<file path="src/rtl/multicycle_control_fsm_if.sv">
// Control bundle between the multicycle RV32I datapath and its sequencer.
// master: the control FSM (drives strobes and mux selects).
// slave:  the datapath (drives Op/Funct3/Zero, memory drives MemReady).
// Optional macro ILLEGAL_TRAP_EN adds the IllegalInstr status output.
interface multicycle_control_fsm_if #(
   parameter int CNT_W = 32
);
   logic [6:0]       Op;
   logic [2:0]       Funct3;
   logic             Zero;
   logic             MemReady;
   logic             MemReq;
   logic             PCWrite;
   logic             AdrSrc;
   logic             IRWrite;
   logic             MemWrite;
   logic             RegWrite;
   logic [1:0]       ResultSrc;
   logic [1:0]       ALUSrcA;
   logic [1:0]       ALUSrcB;
   logic [1:0]       ALUOp;
   logic [1:0]       ImmSrc;
   logic [CNT_W-1:0] InstrRetired;
   logic [3:0]       State;
`ifdef ILLEGAL_TRAP_EN
   logic             IllegalInstr;
`endif

`ifdef ILLEGAL_TRAP_EN
   modport master (
      input  Op, Funct3, Zero, MemReady,
      output MemReq, PCWrite, AdrSrc, IRWrite, MemWrite, RegWrite,
      output ResultSrc, ALUSrcA, ALUSrcB, ALUOp, ImmSrc,
      output InstrRetired, State, IllegalInstr
   );
   modport slave (
      output Op, Funct3, Zero, MemReady,
      input  MemReq, PCWrite, AdrSrc, IRWrite, MemWrite, RegWrite,
      input  ResultSrc, ALUSrcA, ALUSrcB, ALUOp, ImmSrc,
      input  InstrRetired, State, IllegalInstr
   );
`else
   modport master (
      input  Op, Funct3, Zero, MemReady,
      output MemReq, PCWrite, AdrSrc, IRWrite, MemWrite, RegWrite,
      output ResultSrc, ALUSrcA, ALUSrcB, ALUOp, ImmSrc,
      output InstrRetired, State
   );
   modport slave (
      output Op, Funct3, Zero, MemReady,
      input  MemReq, PCWrite, AdrSrc, IRWrite, MemWrite, RegWrite,
      input  ResultSrc, ALUSrcA, ALUSrcB, ALUOp, ImmSrc,
      input  InstrRetired, State
   );
`endif
endinterface

</file>
<file path="src/rtl/multicycle_control_fsm.sv">
// Moore control FSM for the multicycle RV32I core (R, I-ALU, lw, sw, beq/bne).
// Mux selects and strobe enables are registered from the next state; strobes
// that depend on the memory handshake or the branch condition are gated
// combinationally with MemReady / Zero, and every strobe is forced low while
// rst_n is asserted. Also counts retired instructions (wraps at 2^CNT_W).
// Optional macro ILLEGAL_TRAP_EN: unknown opcodes lock the FSM in TRAP and
// raise IllegalInstr; without it they behave as a NOP.
//
// state    | meaning
// ---------+--------------------------------------------------------------
// FETCH    | read instruction at PC, PC+4 -> PC, wait for MemReady
// DECODE   | read registers, PC-relative branch target into ALUOut
// MEMADR   | rs1 + imm -> load/store address
// MEMREAD  | load data access, wait for MemReady
// MEMWB    | write loaded data to rd (retire)
// MEMWRITE | store data access, wait for MemReady (retire on ready)
// EXECR    | rs1 op rs2
// EXECI    | rs1 op imm
// ALUWB    | write ALU result to rd (retire)
// BRANCH   | compare rs1/rs2, take target if condition holds (retire)
// TRAP     | illegal opcode seen, hold until reset (ILLEGAL_TRAP_EN only)
module multicycle_control_fsm #(
   parameter int CNT_W = 32
) (
   input  logic                     clk,
   input  logic                     rst_n,
   multicycle_control_fsm_if.master bus
);

   localparam logic [6:0] OP_LW = 7'b0000011;
   localparam logic [6:0] OP_SW = 7'b0100011;
   localparam logic [6:0] OP_R  = 7'b0110011;
   localparam logic [6:0] OP_I  = 7'b0010011;
   localparam logic [6:0] OP_B  = 7'b1100011;

   typedef enum logic [3:0] {
      FETCH    = 4'd0,
      DECODE   = 4'd1,
      MEMADR   = 4'd2,
      MEMREAD  = 4'd3,
      MEMWB    = 4'd4,
      MEMWRITE = 4'd5,
      EXECR    = 4'd6,
      EXECI    = 4'd7,
      ALUWB    = 4'd8,
      BRANCH   = 4'd9
`ifdef ILLEGAL_TRAP_EN
      , TRAP   = 4'd10
`endif
   } state_t;

   state_t           state_q;
   state_t           state_nxt;
   logic             memreq_q;
   logic             fetch_q;
   logic             memwr_q;
   logic             regwrite_q;
   logic             branch_q;
   logic             adrsrc_q;
   logic [1:0]       ressrc_q;
   logic [1:0]       srca_q;
   logic [1:0]       srcb_q;
   logic [1:0]       aluop_q;
   logic             trap_q;
   logic [CNT_W-1:0] cnt_q;
   logic             retire;
   logic             take_branch;
   logic [1:0]       immsrc;
   logic             unused_funct3;

   // Only bit 0 of funct3 matters to the sequencer (beq vs bne).
   assign unused_funct3 = ^bus.Funct3[2:1];

   // Next-state decode; Op/Funct3 come from the IR, which is stable after FETCH.
   always_comb begin
      state_nxt = state_q;
      case (state_q)
         FETCH:    if (bus.MemReady) state_nxt = DECODE;
         DECODE: begin
            case (bus.Op)
               OP_LW, OP_SW: state_nxt = MEMADR;
               OP_R:         state_nxt = EXECR;
               OP_I:         state_nxt = EXECI;
               OP_B:         state_nxt = BRANCH;
`ifdef ILLEGAL_TRAP_EN
               default:      state_nxt = TRAP;
`else
               default:      state_nxt = FETCH;
`endif
            endcase
         end
         MEMADR:   state_nxt = (bus.Op == OP_SW) ? MEMWRITE : MEMREAD;
         MEMREAD:  if (bus.MemReady) state_nxt = MEMWB;
         MEMWB:    state_nxt = FETCH;
         MEMWRITE: if (bus.MemReady) state_nxt = FETCH;
         EXECR:    state_nxt = ALUWB;
         EXECI:    state_nxt = ALUWB;
         ALUWB:    state_nxt = FETCH;
         BRANCH:   state_nxt = FETCH;
`ifdef ILLEGAL_TRAP_EN
         TRAP:     state_nxt = TRAP;
`endif
         default:  state_nxt = FETCH;
      endcase
   end

   // State register plus registered Moore outputs decoded from the next state,
   // so every output is valid from the first cycle of its state.
   always_ff @(posedge clk or negedge rst_n) begin
      if (!rst_n) begin
         state_q    <= FETCH;
         memreq_q   <= 1'b1;
         fetch_q    <= 1'b1;
         memwr_q    <= 1'b0;
         regwrite_q <= 1'b0;
         branch_q   <= 1'b0;
         adrsrc_q   <= 1'b0;
         ressrc_q   <= 2'b10;
         srca_q     <= 2'b00;
         srcb_q     <= 2'b10;
         aluop_q    <= 2'b00;
         trap_q     <= 1'b0;
      end else begin
         state_q    <= state_nxt;
         memreq_q   <= 1'b0;
         fetch_q    <= 1'b0;
         memwr_q    <= 1'b0;
         regwrite_q <= 1'b0;
         branch_q   <= 1'b0;
         adrsrc_q   <= 1'b0;
         ressrc_q   <= 2'b00;
         srca_q     <= 2'b00;
         srcb_q     <= 2'b00;
         aluop_q    <= 2'b00;
         trap_q     <= 1'b0;
         case (state_nxt)
            FETCH: begin
               memreq_q <= 1'b1;
               fetch_q  <= 1'b1;
               srcb_q   <= 2'b10;
               ressrc_q <= 2'b10;
            end
            DECODE: begin
               srca_q <= 2'b01;
               srcb_q <= 2'b01;
            end
            MEMADR: begin
               srca_q <= 2'b10;
               srcb_q <= 2'b01;
            end
            MEMREAD: begin
               memreq_q <= 1'b1;
               adrsrc_q <= 1'b1;
            end
            MEMWB: begin
               ressrc_q   <= 2'b01;
               regwrite_q <= 1'b1;
            end
            MEMWRITE: begin
               memreq_q <= 1'b1;
               adrsrc_q <= 1'b1;
               memwr_q  <= 1'b1;
            end
            EXECR: begin
               srca_q  <= 2'b10;
               srcb_q  <= 2'b00;
               aluop_q <= 2'b10;
            end
            EXECI: begin
               srca_q  <= 2'b10;
               srcb_q  <= 2'b01;
               aluop_q <= 2'b10;
            end
            ALUWB: begin
               regwrite_q <= 1'b1;
            end
            BRANCH: begin
               srca_q   <= 2'b10;
               aluop_q  <= 2'b01;
               branch_q <= 1'b1;
            end
`ifdef ILLEGAL_TRAP_EN
            TRAP: begin
               trap_q <= 1'b1;
            end
`endif
            default: ;
         endcase
      end
   end

   // Exactly one retire cycle per instruction: the writeback states, the
   // branch state, or the completing cycle of a store.
   assign retire      = regwrite_q | branch_q | (memwr_q & bus.MemReady);
   assign take_branch = bus.Zero ^ bus.Funct3[0];

   // Retired-instruction counter, free-running modulo 2^CNT_W.
   always_ff @(posedge clk or negedge rst_n) begin
      if (!rst_n) begin
         cnt_q <= '0;
      end else if (retire) begin
         cnt_q <= cnt_q + CNT_W'(1);
      end
   end

   // Immediate format is a pure function of the opcode.
   always_comb begin
      immsrc = 2'b00;
      case (bus.Op)
         OP_SW:   immsrc = 2'b01;
         OP_B:    immsrc = 2'b10;
         default: immsrc = 2'b00;
      endcase
   end

   assign bus.MemReq       = rst_n & memreq_q;
   assign bus.IRWrite      = rst_n & fetch_q & bus.MemReady;
   assign bus.PCWrite      = rst_n & ((fetch_q & bus.MemReady) | (branch_q & take_branch));
   assign bus.MemWrite     = rst_n & memwr_q & bus.MemReady;
   assign bus.RegWrite     = rst_n & regwrite_q;
   assign bus.AdrSrc       = adrsrc_q;
   assign bus.ResultSrc    = ressrc_q;
   assign bus.ALUSrcA      = srca_q;
   assign bus.ALUSrcB      = srcb_q;
   assign bus.ALUOp        = aluop_q;
   assign bus.ImmSrc       = immsrc;
   assign bus.InstrRetired = cnt_q;
   assign bus.State        = state_q;
`ifdef ILLEGAL_TRAP_EN
   assign bus.IllegalInstr = trap_q;
`else
   logic unused_trap;
   assign unused_trap = trap_q;
`endif

endmodule

</file>
<file path="src/flat_wrapper.sv">
// flat-port wrapper written by rule: the top's interface ports become plain ports
module multicycle_control_fsm_flat 
#(
   parameter int CNT_W = 32
)
  (clk, rst_n, bus_Op, bus_Funct3, bus_Zero, bus_MemReady, bus_MemReq, bus_PCWrite, bus_AdrSrc, bus_IRWrite, bus_MemWrite, bus_RegWrite, bus_ResultSrc, bus_ALUSrcA, bus_ALUSrcB, bus_ALUOp, bus_ImmSrc, bus_InstrRetired, bus_State);
  multicycle_control_fsm_if #(.CNT_W(CNT_W)) bus_i ();
  input  logic clk;
  input  logic rst_n;
  input wire logic [$bits(bus_i.Op)-1:0] bus_Op;
  input wire logic [$bits(bus_i.Funct3)-1:0] bus_Funct3;
  input wire logic [$bits(bus_i.Zero)-1:0] bus_Zero;
  input wire logic [$bits(bus_i.MemReady)-1:0] bus_MemReady;
  output wire logic [$bits(bus_i.MemReq)-1:0] bus_MemReq;
  output wire logic [$bits(bus_i.PCWrite)-1:0] bus_PCWrite;
  output wire logic [$bits(bus_i.AdrSrc)-1:0] bus_AdrSrc;
  output wire logic [$bits(bus_i.IRWrite)-1:0] bus_IRWrite;
  output wire logic [$bits(bus_i.MemWrite)-1:0] bus_MemWrite;
  output wire logic [$bits(bus_i.RegWrite)-1:0] bus_RegWrite;
  output wire logic [$bits(bus_i.ResultSrc)-1:0] bus_ResultSrc;
  output wire logic [$bits(bus_i.ALUSrcA)-1:0] bus_ALUSrcA;
  output wire logic [$bits(bus_i.ALUSrcB)-1:0] bus_ALUSrcB;
  output wire logic [$bits(bus_i.ALUOp)-1:0] bus_ALUOp;
  output wire logic [$bits(bus_i.ImmSrc)-1:0] bus_ImmSrc;
  output wire logic [$bits(bus_i.InstrRetired)-1:0] bus_InstrRetired;
  output wire logic [$bits(bus_i.State)-1:0] bus_State;
  assign bus_i.Op = bus_Op;
  assign bus_i.Funct3 = bus_Funct3;
  assign bus_i.Zero = bus_Zero;
  assign bus_i.MemReady = bus_MemReady;
  assign bus_MemReq = bus_i.MemReq;
  assign bus_PCWrite = bus_i.PCWrite;
  assign bus_AdrSrc = bus_i.AdrSrc;
  assign bus_IRWrite = bus_i.IRWrite;
  assign bus_MemWrite = bus_i.MemWrite;
  assign bus_RegWrite = bus_i.RegWrite;
  assign bus_ResultSrc = bus_i.ResultSrc;
  assign bus_ALUSrcA = bus_i.ALUSrcA;
  assign bus_ALUSrcB = bus_i.ALUSrcB;
  assign bus_ALUOp = bus_i.ALUOp;
  assign bus_ImmSrc = bus_i.ImmSrc;
  assign bus_InstrRetired = bus_i.InstrRetired;
  assign bus_State = bus_i.State;
  multicycle_control_fsm #(.CNT_W(CNT_W)) u_core (.clk(clk), .rst_n(rst_n), .bus(bus_i));
endmodule
</file>
<file path="config.mk">
export PLATFORM = sky130hd
export DESIGN_NAME = multicycle_control_fsm_flat
export DESIGN_NICKNAME = d
export VERILOG_FILES = /design/src/rtl/multicycle_control_fsm_if.sv /design/src/rtl/multicycle_control_fsm.sv /design/src/flat_wrapper.sv
export SDC_FILE = /design/constraint.sdc
export NUM_CORES = 1
export LEC_CHECK = 0
export ABC_AREA = 1
export BUFFER_PORTS_ARGS = -buffer_cell sky130_fd_sc_hd__buf_2
export CAP_MARGIN = 0
export CORE_MARGIN = 2
export CORE_UTILIZATION = 40
export CTS_BUF_LIST = sky130_fd_sc_hd__clkbuf_8
export CTS_CLUSTER_DIAMETER = 30
export DETAILED_ROUTE_END_ITERATION = 8
export SYNTH_ARGS = -nofsm -noshare
export SYNTH_HDL_FRONTEND = slang
export SYNTH_SLANG_ARGS = --single-unit
</file>
<file path="constraint.sdc">
create_clock -name clk -period 4.1 [get_ports clk]
set_clock_uncertainty 0.15 [all_clocks]
set_input_delay 0.615 -clock clk [delete_from_list [all_inputs] [get_ports clk]]
set_output_delay 0.615 -clock clk [all_outputs]
set_load 0.03 [all_outputs]
</file>
== Yosys cells after proc, flatten, opt, wreduce, memory -nomap -nowiden ==
Index checks and enable logic that the tools add are counted.
Storage, ports and cells
  logic and storage cells: 74
  output and inout bits: 52
  register bits after elaboration: 50
Operators by class
  bitwise gates (word level): 14
  reductions and logical operators: 10
  multiplexer cells: 17
  add/sub/neg operators: 1
  equal/unequal tests: 20
Operators with widths (count)
  $add 32x1->32 const B: 1
  $eq 4x3->1 const B: 7
  $pmux 4 s6: 1
  $pmux 2 s2: 5
  $eq 4x2->1 const B: 4
  $pmux 4 s4: 1
  $eq 7x6->1 const B: 2
  $mux 4: 3
  $and 1x1->1: 10
  $reduce_or 2->1: 5
  $eq 4x1->1 const B: 2
  $eq 4x4->1 const B: 2
  $logic_not 4->1: 2
  $eq 7x2->1 const B: 1
  $eq 7x5->1 const B: 1
  $eq 7x7->1 const B: 1
  $mux 1: 6
  $reduce_or 3->1: 2
  $reduce_or 4->1: 1
  $mux 3: 1
  $or 1x1->1: 3
  $xor 1x1->1: 1

== Depth between registers and ports, before layout ==
Gate-level depths: netlist of run 1.
  depth after elaboration: 7
  mapped depth: 10

== Worst setup path before layout of run 1 ==
No wires, ideal clock.
  path type: input port to output port
  start: input port bus_Zero
  end: output port bus_PCWrite
  path slack: 2.053 ns
  arrival time: 1.282 ns
  cell stages on the path: 3
  path through: xor2_1 nand2_1 a21oi_1
On the way
  word-level cells in the longest chain between the ends: 4
Ends and longest elaborated chain
  start, declared: line flat_wrapper.sv:12  | input wire logic [$bits(bus_i.Zero)-1:0] bus_Zero;
  $xor 1x1->1: line multicycle_control_fsm.sv:195  | assign take_branch = bus.Zero ^ bus.Funct3[0];
  $and 1x1->1: line multicycle_control_fsm.sv:218  | assign bus.PCWrite = rst_n & ((fetch_q & bus.MemReady) | (branch_q & take_branch));
  $or 1x1->1: line multicycle_control_fsm.sv:218
  $and 1x1->1: line multicycle_control_fsm.sv:218
  end, declared: line flat_wrapper.sv:15  | output wire logic [$bits(bus_i.PCWrite)-1:0] bus_PCWrite;
No other way between the ends.

== Worst setup path after layout of run 1 ==
  start: input port rst_n
  end: output port bus_PCWrite
On the way
  word-level cells in the longest chain between the ends: 1
Ends and longest elaborated chain
  start, declared: line flat_wrapper.sv:9  | input logic rst_n;
  $and 1x1->1: line multicycle_control_fsm.sv:218
No other way between the ends.

==> results_dict.tcl, run 1 <==
set metrics [dict create \
    clockRootBuffer "clkbuf_8" \
    total_power_mw 1.28 \
    die-area_sq_mm 0.00727 \
    crit_family "buffers and inverters" \
    setup_ws_ns 1.87 \
    crit_fanout 20 \
    vdd_ir_drop_max_mv 0.261 \
    worst_pin_slew_ns 0.432 \
    fin_crit_ns 2.23 \
    drc_errors 0 \
    slew_headroom_pct 71.2 \
    cts_max_path_buffers 2 \
    nets 438 \
    maxSlewViolCount 0 \
    synth-seq-cells 48 \
    cpPeakStageDelay_ns 0.36 \
    cp_data_arrival_time_ns 1.46 \
    setup_viol 0 \
    synth.area.top_cells "dfrtp_1 (43%), nand2_1 (15%), nor2_1 (8.4%), inv_1 (6.8%), nand3_1 (5.5%)" \
    fin_crit_sh_pct 54.3 \
    clk_pin_slew_ns 0.09 \
    drv_cap 0 \
    place_hpwl_mm 4.53 \
    tritoncts "yes" \
    grt_max_degree 33 \
    dp_slack_ns 1.86 \
    first_pass_iters 4 \
    yosys_warnings 0 \
    cp_num_buf_inv 3 \
    cts_buffers 5 \
    portBuffers 63 \
    synth-seq-area-share_pct 45.6 \
    synth.largest_area_cell "dfrtp_1" \
    grt_setup_unrepaired "no" \
    grt_antenna_before_repair 0 \
    cp-end-kind "output pin" \
    synth_top_flop_cell "dfrtp_1" \
    syn_to_final_growth_pct 19.3 \
    worst-setup-path-type "primary input to output pin" \
    overflow 0 \
    hold_violations 0 \
    globalplace.congestion 0.809 \
    grt_pass1_wl_mm 10.1 \
    syn_avg_cell_area_sq_um 7.44 \
    synth.cell_area_sq_mm 0.00264 \
    crit_chain "buf_2 > inv_1 > a21oi_1 > buf_2" \
    core_sq_mm 0.00639 \
    postCtsResizedCells 0 \
    synthesis.nets 370 \
    r2r_start "u_core.bus.InstrRetired[0]$_DFFE_PN0P_" \
    fp-row-count 29 \
    synthCells 355 \
    antenna_cells 0 \
    instances_no_fill 501 \
    tns_ns 0 \
    insertion_delay_ns 0.31 \
    drtIter0Drc 106 \
    power.leakage_nw 1.67 \
    first_global_vias 2239 \
    post-route-util_pct 49.4 \
    synth_cell_types 28 \
    synth.top_cell.area_share_pct 42.6 \
    hold_class "primary input to asynchronous set/reset pin" \
    start_util_pct 41.4 \
    clock-sinks 48 \
    detail-route-antenna-nets 0 \
    holdBufCountCts 0 \
    powerDensity_mw_per_mm2 406 \
    die_x_um 85.3 \
    routed_via_density 4.66 \
    timing.hold.ws_ns 0.0856 \
    vias 2337 \
    setup.worst_path.start "rst_n" \
    design_area_sq_mm 0.00315 \
    die_h_um 85.3 \
    ios 66 \
    startpoint_type "primary input" \
    synth_edf_count 0 \
    cp.required_ns 3.34 \
    drive_above_1_share_pct 22.2 \
    wire_per_inst_um 11.7 \
    wl_mm 5.84 \
    fmax_ghz 0.449 \
    cp_slowest_cell "buf_2" \
    ys_async_sr_fraction_pct 100 \
    outcome "completed" \
    critPathMostFrequentCell "buf_2" \
    post_cts.repair.setup_buffers 0 \
    placedCellCount 493 \
    gr-usage-all-layers_pct 17.0 \
    cts-htree-levels 2 \
    place_area_sq_mm 0.00304 \
]
registers in the layout, indices dropped and copies added, names as in the netlist:
signal                   count
u_core.bus.InstrRetired     32
u_core.bus.State             4
u_core.bus.ALUSrcA           2
u_core.bus.ALUSrcB           2
u_core.branch_q              1
u_core.bus.ALUOp             1
u_core.bus.AdrSrc            1
u_core.bus.ResultSrc         1
u_core.fetch_q               1
u_core.memreq_q              1
u_core.memwr_q               1
u_core.regwrite_q            1
layout make-up:
cell class | count | area, sq um
Inverter | 50 | 190
Clock inverter | 3 | 42.5
Clock buffer | 5 | 68.8
Fill cell | 649 | 3230
Multi-Input combinational cell | 254 | 1230
Sequential cell | 48 | 1200
Tap cell | 77 | 96.3
Timing Repair Buffer | 64 | 323
cells in the mapped netlist, types with 2 or more instances:
library cell  number
nor2_2             6
xnor2_1           12
buf_4              2
and3_1             3
nand2_1          107
o21ai_1            2
nand2_2            4
nand3_1           29
inv_1             48
xor2_1            12
nor2_4             3
o21ai_0            3
nand4_1            3
dfstp_2            3
dfrtp_1           45
nor2_1            59
nor3_1             3
cells by family after synthesis:
logic type | Yosys count | share of synthesized area, %
xor+xnor | 24 | 7.96
fa+ha+maj | 1 | 0.474
flops | 48 | 45.6
simple gates | 222 | 36.6
buf+inv | 53 | 7.96
compound gates | 7 | 1.42
final timing paths:
kind,end,slack [ns],depth (start not counted)
worst max-delay path,bus_PCWrite,1.87,4
worst min-delay path,u_core.bus.State[3]$_DFF_PN0_,0.09,1
worst max register to register,u_core.bus.InstrRetired[24]$_DFFE_PN0P_,2.35,8
worst min register to register,u_core.bus.InstrRetired[11]$_DFFE_PN0P_,0.37,1
max in group asynchronous,u_core.bus.InstrRetired[2]$_DFFE_PN0P_,2.94,2
min in group clk,u_core.bus.InstrRetired[11]$_DFFE_PN0P_,0.37,1
power breakdown:
part           switching [mW]  leakage, nW  internal, mW  total [mW]
registers              0.0515        0.622         0.539       0.590
clock network           0.168       0.0541         0.181       0.349
logic                   0.244        0.992        0.0952       0.339
layer usage:
metal / GRT usage [%] / vias to the layer above / wire, um
met3: 3.60 / 2 / 317
met1: 23.4 / 1063 / 2740
met2: 27.4 / 55 / 2740
met5: 0 / - / 0
li1: - / 1217 / -
met4: 4.33 / 0 / 34
cell usage in the layout, fill, tap and decap left out, types with 2 or more instances in the layout:
master / synthesis / final
nor3_1: 3 / 3
o21ai_1: 2 / 2
xor2_1: 12 / 12
dfstp_2: 3 / 3
nor2_2: 6 / 6
o21ai_0: 3 / 3
clkbuf_8: 0 / 5
dfrtp_1: 45 / 45
nand2_2: 4 / 4
nor2_1: 59 / 59
buf_2: 1 / 63
nand3_1: 29 / 29
inv_1: 48 / 48
nor2_4: 3 / 3
xnor2_1: 12 / 12
nand2_1: 107 / 107
and3_1: 3 / 3
nand4_1: 3 / 3
Power figures use the tool's default switching activity.
==> inputs of run 2 (changes only) <==
ABC_AREA = 0   (was 1)
clock period = 2.1 ns   (was 4.1 ns; I/O delays follow)
==> results_dict.tcl, run 2 <==
set metrics [dict create \
    synth_edf_count 0 \
    insertion_delay_ns 0.30 \
    startpoint_type "primary input" \
    worst-setup-path-type "primary input to output pin" \
    setup_ws_ns 0.0887 \
    synthCells 201 \
    core_sq_mm 0.00551 \
    fin_crit_sh_pct 95.8 \
    hold_violations 0 \
    slew_headroom_pct 63.6 \
    tns_ns 0 \
    cts_max_path_buffers 2 \
    cts_buffers 5 \
    fin_crit_ns 2.01 \
    synth_most_common_cell "dfrtp_1" \
    synth_cell_types 45 \
    design_area_sq_mm 0.00292 \
    drv_cap 0 \
    seq_power_share_pct 50.3 \
    ys_async_sr_fraction_pct 100 \
    overflow 0 \
    largest_reg_flops 32 \
    place_hpwl_mm 3.71 \
    vdd_ir_drop_max_mv 0.453 \
    outcome "completed" \
    globalplace.congestion 0.823 \
    timing.hold.ws_ns 0.245 \
    gr-usage-all-layers_pct 17.5 \
    powerDensity_mw_per_mm2 724 \
    synth_top_flop_cell "dfrtp_1" \
    portBuffers 63 \
    cp_data_arrival_time_ns 1.55 \
    clockRootBuffer "clkbuf_8" \
    fmax_ghz 0.497 \
    power.internal_mw 1.45 \
    nets 301 \
    die_h_um 79.5 \
    post-route-util_pct 53.0 \
    crit_fanout 7 \
    cpPeakStageDelay_ns 0.64 \
    place_area_sq_mm 0.00278 \
    synthesis.nets 216 \
    tritoncts "yes" \
    netSwitchingFraction_pct 31.3 \
    clock-sinks 48 \
    die_x_um 79.5 \
    grt_max_degree 33 \
    cp_slowest_cell "dlygate4sd3_1" \
    vias 1835 \
    first_pass_iters 4 \
    drc_errors 0 \
    drtIter0Drc 101 \
    grt_antenna_before_repair 0 \
    antenna_cells 0 \
    die-area_sq_mm 0.00632 \
    synth-seq-area-share_pct 52.9 \
    hold_class "primary input to register" \
    cp-end-kind "output pin" \
    synth.area.top_cells "dfrtp_1 (49%), xnor2_1 (12%), nand4_1 (4.4%), nand3_1 (3.5%), dfstp_2 (3.5%)" \
    worst_pin_slew_ns 0.541 \
    ios 66 \
    fp-row-count 27 \
    cp.required_ns 1.63 \
    placedCellCount 347 \
    syn_avg_cell_area_sq_um 11.3 \
    grt_setup_unrepaired "no" \
    post_cts.repair.setup_buffers 0 \
    synth.largest_area_cell "dfrtp_1" \
    clk_pin_slew_ns 0.08 \
    instances_no_fill 359 \
    mostFrequentLayoutCell "buf_2" \
    crit_chain "dlygate4sd3_1 > and3_1 > a31o_2 > buf_2" \
    switchingPower_mw 0.662 \
    wire_per_inst_um 14.0 \
    final_cell_mix "buf_2 (62), dfrtp_1 (45), xnor2_1 (30)" \
    first_global_vias 1802 \
    routed_via_density 5.11 \
    fill_cells 520 \
    pwr-share-clk_pct 26.2 \
    synth.cell_area_sq_mm 0.00228 \
    synth.top_cell.area_share_pct 49.4 \
    yosys_warnings 0 \
    total_power_mw 2.12 \
    wl_mm 5.02 \
    grt_pass1_wl_mm 8.54 \
    drive_above_1_share_pct 34.5 \
    dp_slack_ns 0.0906 \
    combPwrFrac_pct 23.5 \
    cts-htree-levels 2 \
    synth-seq-cells 48 \
    maxSlewViolCount 0 \
    detail-route-antenna-nets 0 \
    synthTopCellsByCount "dfrtp_1 (45), xnor2_1 (30), nand3_1 (16), nand4_1 (16), nand2_1 (10)" \
    power.leakage_nw 1.47 \
    start_util_pct 41.4 \
    setup_viol 0 \
    syn_to_final_growth_pct 28.1 \
]
[run 2: timing repair]
action,4_1_cts,5_1_grt
hold buffers,5,0
resized for setup,0,1
endpoints found under the setup margin,0,9
endpoints found under the hold margin,12,0
[run 2: final cells by class]
type                            instances  area (sq um)  area share [%]
Tap cell                               72          90.1            3.08
Inverter                                6          22.5           0.771
Timing Repair Buffer                   83           480            16.5
Clock buffer                            6          82.6            2.83
Multi-Input combinational cell        142          1030            35.3
Sequential cell                        48          1200            41.3
Clock inverter                          2          7.51           0.257
[run 2: cells by family (layout without fill, tap and decap cells)]
group / after synthesis / count (layout) / share of synthesized area [%]
compound gates: 14 / 14 / 5.82
xor+xnor: 32 / 32 / 12.3
fa+ha+maj: 1 / 1 / 0.549
buf+inv: 11 / 97 / 2.25
flops: 48 / 48 / 52.9
mux: 1 / 1 / 0.494
simple gates: 94 / 94 / 25.7
[run 2: power by group through the flow]
stage	Combinational, mW	Clock (mW)	Sequential (mW)
finish	0.498	0.554	1.06
global route	0.540	0.610	1.08
CTS	0.504	0.569	1.06
detailed placement	0.495	0	1.08
global placement	0.492	0	1.08
floorplan	0.214	0	1.19
[run 2: worst max-delay path, delay by kind of cell]
family          cells  cell delay, ns
compound gates      1            0.20
buf+inv             2            0.81
simple gates        1            0.21
[run 2: final timing paths]
check / from / end / slack, ns / cells past startpoint
max: rst_n / bus_PCWrite / 0.09 / 4
min in group asynchronous: rst_n / u_core.bus.InstrRetired[5]$_DFFE_PN0P_ / 0.54 / 2
min: bus_Op[5] / u_core.branch_q$_DFF_PN0_ / 0.24 / 3
max reg2reg: u_core.bus.State[0]$_DFF_PN0_ / u_core.fetch_q$_DFF_PN1_ / 0.20 / 3
min reg2reg: u_core.bus.InstrRetired[31]$_DFFE_PN0P_ / u_core.bus.InstrRetired[31]$_DFFE_PN0P_ / 0.33 / 1
max in group asynchronous: rst_n / u_core.fetch_q$_DFF_PN1_ / 0.55 / 2
[run 2: metal layers]
layer	track usage, %	routed length, um	share of wire (%)	up-vias
li1	-	-	-	899
met1	23.5	2370	47	890
met2	26.7	2350	47	40
met3	5.20	235	4.7	6
met4	6.21	65	1.3	0
met5	0	0	0	-
